==> src/rtl/disp_scan_pkg.sv <==
// Shared types for the 8-digit display scanner.
// The DISP_SCAN_DP_EN macro adds a per-digit decimal-point field to the frame buffer.
package disp_scan_pkg;

  localparam int NDIG  = 8;
  localparam int SEL_W = 3;

  typedef logic [3:0]       nibble_t;
  typedef nibble_t [NDIG-1:0] digits_t;
  typedef logic [NDIG-1:0]  digmask_t;
  typedef logic [SEL_W-1:0] sel_t;

  // One complete frame's worth of display content, held as a single word.
  typedef struct packed {
    digits_t  data;
    digmask_t en;
`ifdef DISP_SCAN_DP_EN
    digmask_t dp;
`endif
  } frame_buf_t;

  localparam sel_t LAST_SEL = sel_t'(NDIG - 1);

  function automatic nibble_t digit_of(input digits_t d, input sel_t s);
    return d[s];
  endfunction

endpackage

==> src/rtl/display_scan_prescaler.sv <==
// Prescaler for the display scanner: counts 0..DIV-1 and flags the terminal count.
// With DIV = 1 the tick is asserted every cycle.
module scan_prescaler #(
  parameter int DIV = 100000
) (
  input  logic clk,
  input  logic rst,
  output logic tick_o
);

  localparam int CNT_W = (DIV > 1) ? $clog2(DIV) : 1;
  localparam logic [CNT_W-1:0] LAST = CNT_W'(DIV - 1);

  if (DIV < 1) begin : g_bad_div
    $error("scan_prescaler: DIV must be >= 1");
  end

  logic [CNT_W-1:0] cnt_q, cnt_d;

  assign tick_o = (cnt_q == LAST);

  always_comb begin
    cnt_d = tick_o ? '0 : cnt_q + 1'b1;
  end

  // NOTE: sequential state is written with <= only, so every register samples pre-edge values.
  always_ff @(posedge clk or posedge rst) begin
    if (rst) cnt_q <= '0;
    else     cnt_q <= cnt_d;
  end

endmodule

==> src/rtl/display_scan.sv <==
// Time-multiplexed 8-digit hex display scanner with double-buffered, tear-free updates.
// Defining DISP_SCAN_DP_EN adds the dp input and dp_out output with buffered decimal points.
module display_scan
  import disp_scan_pkg::*;
#(
  parameter int DIV  = 100000,
  parameter int NDIG = disp_scan_pkg::NDIG
) (
  input  logic        clk,
  input  logic        rst,
  input  logic [31:0] data,
  input  logic [7:0]  digit_en,
  input  logic        load,
`ifdef DISP_SCAN_DP_EN
  input  logic [7:0]  dp,
  output logic        dp_out,
`endif
  output logic [2:0]  sel,
  output logic [3:0]  nibble,
  output logic        blank,
  output logic        frame_start,
  output logic        pending
);

  if (NDIG != 8) begin : g_bad_ndig
    $error("display_scan: NDIG is tied to the 3-bit select and must be 8");
  end

  logic tick;

  scan_prescaler #(.DIV(DIV)) u_prescaler (
    .clk    (clk),
    .rst    (rst),
    .tick_o (tick)
  );

  frame_buf_t active_q, active_d;
  frame_buf_t buf_q, buf_d;
  frame_buf_t load_val;
  sel_t       sel_q, sel_d;
  nibble_t    nibble_q, nibble_d;
  logic       blank_q, blank_d;
  logic       frame_start_q, frame_start_d;
  logic       pending_q, pending_d;
  logic       boundary;
`ifdef DISP_SCAN_DP_EN
  logic       dp_out_q, dp_out_d;
`endif

  always_comb begin
    load_val.data = digits_t'(data);
    load_val.en   = digmask_t'(digit_en);
`ifdef DISP_SCAN_DP_EN
    load_val.dp   = digmask_t'(dp);
`endif
  end

  // NOTE: every always_comb output gets a default first, so no path can infer a latch.
  always_comb begin
    sel_d         = sel_q;
    active_d      = active_q;
    buf_d         = buf_q;
    pending_d     = pending_q;
    nibble_d      = nibble_q;
    blank_d       = blank_q;
`ifdef DISP_SCAN_DP_EN
    dp_out_d      = dp_out_q;
`endif
    boundary      = tick && (sel_q == LAST_SEL);
    frame_start_d = boundary;

    if (tick) sel_d = sel_q + 1'b1;

    // The transfer reads buf_q, so a load on the boundary edge lands in the next frame.
    if (boundary && pending_q) begin
      active_d  = buf_q;
      pending_d = 1'b0;
    end

    if (load) begin
      buf_d     = load_val;
      pending_d = 1'b1;
    end

    // Digit outputs track the new select, using the post-transfer active content.
    if (tick) begin
      nibble_d = digit_of(active_d.data, sel_d);
      blank_d  = ~active_d.en[sel_d];
`ifdef DISP_SCAN_DP_EN
      dp_out_d = active_d.dp[sel_d] & active_d.en[sel_d];
`endif
    end
  end

  always_ff @(posedge clk or posedge rst) begin
    if (rst) begin
      sel_q         <= '0;
      active_q      <= '0;
      buf_q         <= '0;
      pending_q     <= 1'b0;
      nibble_q      <= '0;
      blank_q       <= 1'b1;
      frame_start_q <= 1'b0;
`ifdef DISP_SCAN_DP_EN
      dp_out_q      <= 1'b0;
`endif
    end else begin
      sel_q         <= sel_d;
      active_q      <= active_d;
      buf_q         <= buf_d;
      pending_q     <= pending_d;
      nibble_q      <= nibble_d;
      blank_q       <= blank_d;
      frame_start_q <= frame_start_d;
`ifdef DISP_SCAN_DP_EN
      dp_out_q      <= dp_out_d;
`endif
    end
  end

  assign sel         = sel_q;
  assign nibble      = nibble_q;
  assign blank       = blank_q;
  assign frame_start = frame_start_q;
  assign pending     = pending_q;
`ifdef DISP_SCAN_DP_EN
  assign dp_out      = dp_out_q;
`endif

endmodule

==> config.mk <==
export PLATFORM = sky130hd
export DESIGN_NAME = display_scan
export DESIGN_NICKNAME = d
export VERILOG_FILES = /design/src/rtl/disp_scan_pkg.sv /design/src/rtl/display_scan_prescaler.sv /design/src/rtl/display_scan.sv
export SDC_FILE = /design/constraint.sdc
export NUM_CORES = 1
export LEC_CHECK = 0
export BUFFER_PORTS_ARGS = -buffer_cell sky130_fd_sc_hd__buf_2
export CAP_MARGIN = 20
export CORE_MARGIN = 10
export CORE_UTILIZATION = 58
export CTS_CLUSTER_DIAMETER = 50
export DETAILED_ROUTE_END_ITERATION = 6
export GPL_TIMING_DRIVEN = 0
export PLACE_DENSITY = 0.79
export SYNTH_ARGS = -nofsm -noshare
export SYNTH_HDL_FRONTEND = slang
export SYNTH_SLANG_ARGS = --single-unit
==> constraint.sdc <==
create_clock -name clk -period 4.5 [get_ports clk]
set_input_delay 0.9 -clock clk [delete_from_list [all_inputs] [get_ports clk]]
set_output_delay 0.9 -clock clk [all_outputs]
set_load 0.005 [all_outputs]
==> impl_metrics.json <==
{
  "fin_cells": 537,
  "yosys_warnings": 0,
  "max_freq_mhz": 397.2,
  "r2r_setup_slack_ps": 1980,
  "clk_latency_ps": 380,
  "arrival_ps": 2760,
  "period_share_pct": 55.94,
  "grt_pass1_vias": 3429,
  "ys_seq_area_share_pct": 54.37,
  "grt_overflow": 0,
  "rr_endpoint": "nibble[2]",
  "worstPathRequired_ps": 4740,
  "cts_resized": 0,
  "cts_root_buffer": "clkbuf_8",
  "drive_gt1_share_pct": 42.59,
  "first_iter_violations": 214,
  "end_kind": "register",
  "ios": 53,
  "fin_ws_ps": 1983,
  "dr.pass1.iters": 4,
  "wire_per_inst_microns": 19.10,
  "p_per_area_nw_per_um2": 316.5,
  "num_rows": 33,
  "drc_errors": 0,
  "cts_buffer_depth": 2,
  "post-cts-setup-buffer-count": 0,
  "slowest_delay_ps": 440,
  "grt_max_degree": 72,
  "core_area_sq_um": 8258,
  "netlist_instances": 364,
  "die_h_microns": 112.2,
  "setup_viol": 0,
  "crit_path_max_fanout": 10,
  "place.gp.congestion": 0.8640,
  "critPathSlowestCell": "dfrtp_1",
  "r2r_cells": 8,
  "syn_area_per_cell_sq_um": 13.54,
  "pre_cts_ws_ps": 2027,
  "ctsHoldBuffers": 0,
  "final_core_util_pct": 67.32,
  "yosysMostFrequentCell": "dfrtp_1",
  "cp.depth": 8,
  "r2r_start": "sel[1]",
  "fp.dieArea_sq_um": 12580,
  "antenna_found_initial": 0,
  "hold_path_class": "register to register",
  "portBuffers": 51,
  "relSlewSlack_pct": 54.23,
  "ir_drop_uv": 193.6,
  "syn-num-nets": 410,
  "place_inst": 521,
  "fin_worst_skew_ps": 13.28,
  "path_class": "register to register",
  "via_per_inst": 5.912,
  "p_leak_nw": 2.568,
  "die_width_microns": 112.2,
  "critPathTopFamily": "simple AND/OR/NAND/NOR gates",
  "min_period_ps": 2517,
  "ys_seq_elements": 107,
  "cts_num_sinks": 107,
  "drtAntennaViolNets": 0,
  "grt_pass1_wl_mm": 17.19,
  "start_util_pct": 59.67,
  "drv_slew": 0,
  "diodes": 0,
  "hold_viol": 0,
  "cts_tree": "yes",
  "synth_commonest_cells": "106 x dfrtp_1, 87 x mux2_2, 17 x nand2_1, 13 x nor2_1",
  "cpMostUsedCell": "ha_1",
  "finalNetCount": 473,
  "start_kind": "register",
  "worstHoldStart": "u_prescaler.cnt_q[4]",
  "grt_usage_pct": 16.48,
  "whs_path_depth": 1,
  "cp_cell_sequence": "ha_1 -> ha_1 -> nand2_1 -> and2_1 -> clkbuf_1 -> nand3_1 -> o221ai_1 -> a31oi_1",
  "yosysTopAreaCell": "dfrtp_1",
  "synth_enable_flop_cells": 0,
  "cp_num_buf_inv": 1,
  "status": "finished, final reports clean",
  "yosysTopAreaCellShare_pct": 53.83,
  "syn-cell-area_sq_um": 4927,
  "netlist_top_cells_area": "dfrtp_1 54%, mux2_2 20%, mux4_2 2.3%",
  "finalWirelength_mm": 10.26,
  "synth.distinct_cells": 44,
  "grt_setup_unrepaired": "no",
  "clk_pin_slew_ps": 110,
  "ys.flop_type": "dfrtp_1",
  "htree_num_levels": 3,
  "hold-path-endpoint": "u_prescaler.cnt_q[4]",
  "worst_slew_pin_slew_ps": 686.6,
  "area_growth_pct": 12.82,
  "drv_cap": 0,
  "async_reset_ff_share_pct": 100.0,
  "vias": 3175,
  "numCtsBuffers": 9,
  "dpl.hpwl_mm": 7.501
}
==> flip-flops by register name, indices dropped and copies added, names as in the netlist <==
| register | flops |
|---|---|
| pending | 1 |
| buf_q | 40 |
| active_q | 40 |
| blank | 1 |
| u_prescaler.cnt_q | 17 |
| sel | 3 |
| frame_start | 1 |
| nibble | 4 |
==> layout make-up <==
cell class | instances | area [sq um]
Sequential cell | 107 | 2679
Fill cell | 627 | 2699
Tap cell | 105 | 131.4
Multi-Input combinational cell | 234 | 2130
Clock buffer | 10 | 137.6
Buffer | 19 | 103.9
Inverter | 4 | 17.52
Clock inverter | 6 | 77.57
Timing Repair Buffer | 52 | 282.8
==> cell usage in the layout, fill, tap and decap left out, types with 8 or more instances in the layout <==
master,instances
a221oi_1,9
nand3_1,8
buf_2,59
nor2_1,13
nand2_1,17
mux2i_1,9
mux2_2,87
clkbuf_8,10
dfrtp_1,106
xor2_1,8
==> cell families (layout without fill, tap and decap cells) <==
logic type,count (synthesis),after routing,share of synthesized area [%]
flip-flops,107,107,54.37
multiplexers,103,103,24.58
AND/OR/NAND/NOR,75,75,9.599
AO/OA/AOI/OAI,39,39,5.789
buffers and inverters,23,91,2.412
XOR/XNOR,14,14,2.489
adder cells (fa/ha/maj),3,3,0.7619
==> routing by layer <==
layer / vias to the layer above / share of wire (%) / global-route usage [%]
li1: 1460 / - / -
met1: 1620 / 43 / 20.75
met2: 80 / 50 / 27.19
met3: 15 / 4.8 / 4.526
met4: 0 / 1.7 / 4.653
met5: - / 0 / 0
==> through the flow <==
stage / setup TNS [ps] / cell area, sq um / power, mW / hold WS [ps]
after detailed placement: 0 / 5344 / 1.147 / 494.8
after CTS: 0 / 5559 / 1.773 / 511.5
final: 0 / 5559 / 1.759 / 506.7
after global placement: -28630 / 5314 / 1.137 / 474.5
after floorplan: 0 / 4927 / 1.101 / 453.0
after global routing: 0 / 5559 / 1.828 / 530.8
==> worst max-delay path by stage <==
stage                start           to  slack (ps)
floorplan              rst  active_q[0]         780
global placement       rst    buf_q[24]        -280
detailed placement  sel[1]    nibble[2]        2030
CTS                 sel[1]    nibble[2]        2010
global route        sel[1]    nibble[2]        1840
finish              sel[1]    nibble[2]        1980
==> power breakdown <==
group | internal (mW) | switching (mW)
logic | 0.0560 | 0.0435
registers | 0.997 | 0.0296
clock network | 0.284 | 0.349
total | 1.34 | 0.422
==> worst register-to-register path: cells and delay by family, from the launching register on <==
kind | cells | cell delay, ps
buffers and inverters | 1 | 290
AO/OA/AOI/OAI | 2 | 440
adder cells (fa/ha/maj) | 2 | 410
AND/OR/NAND/NOR | 3 | 790
flip-flops | 1 | 440
No activity file was read; power rests on OpenSTA's default activity.
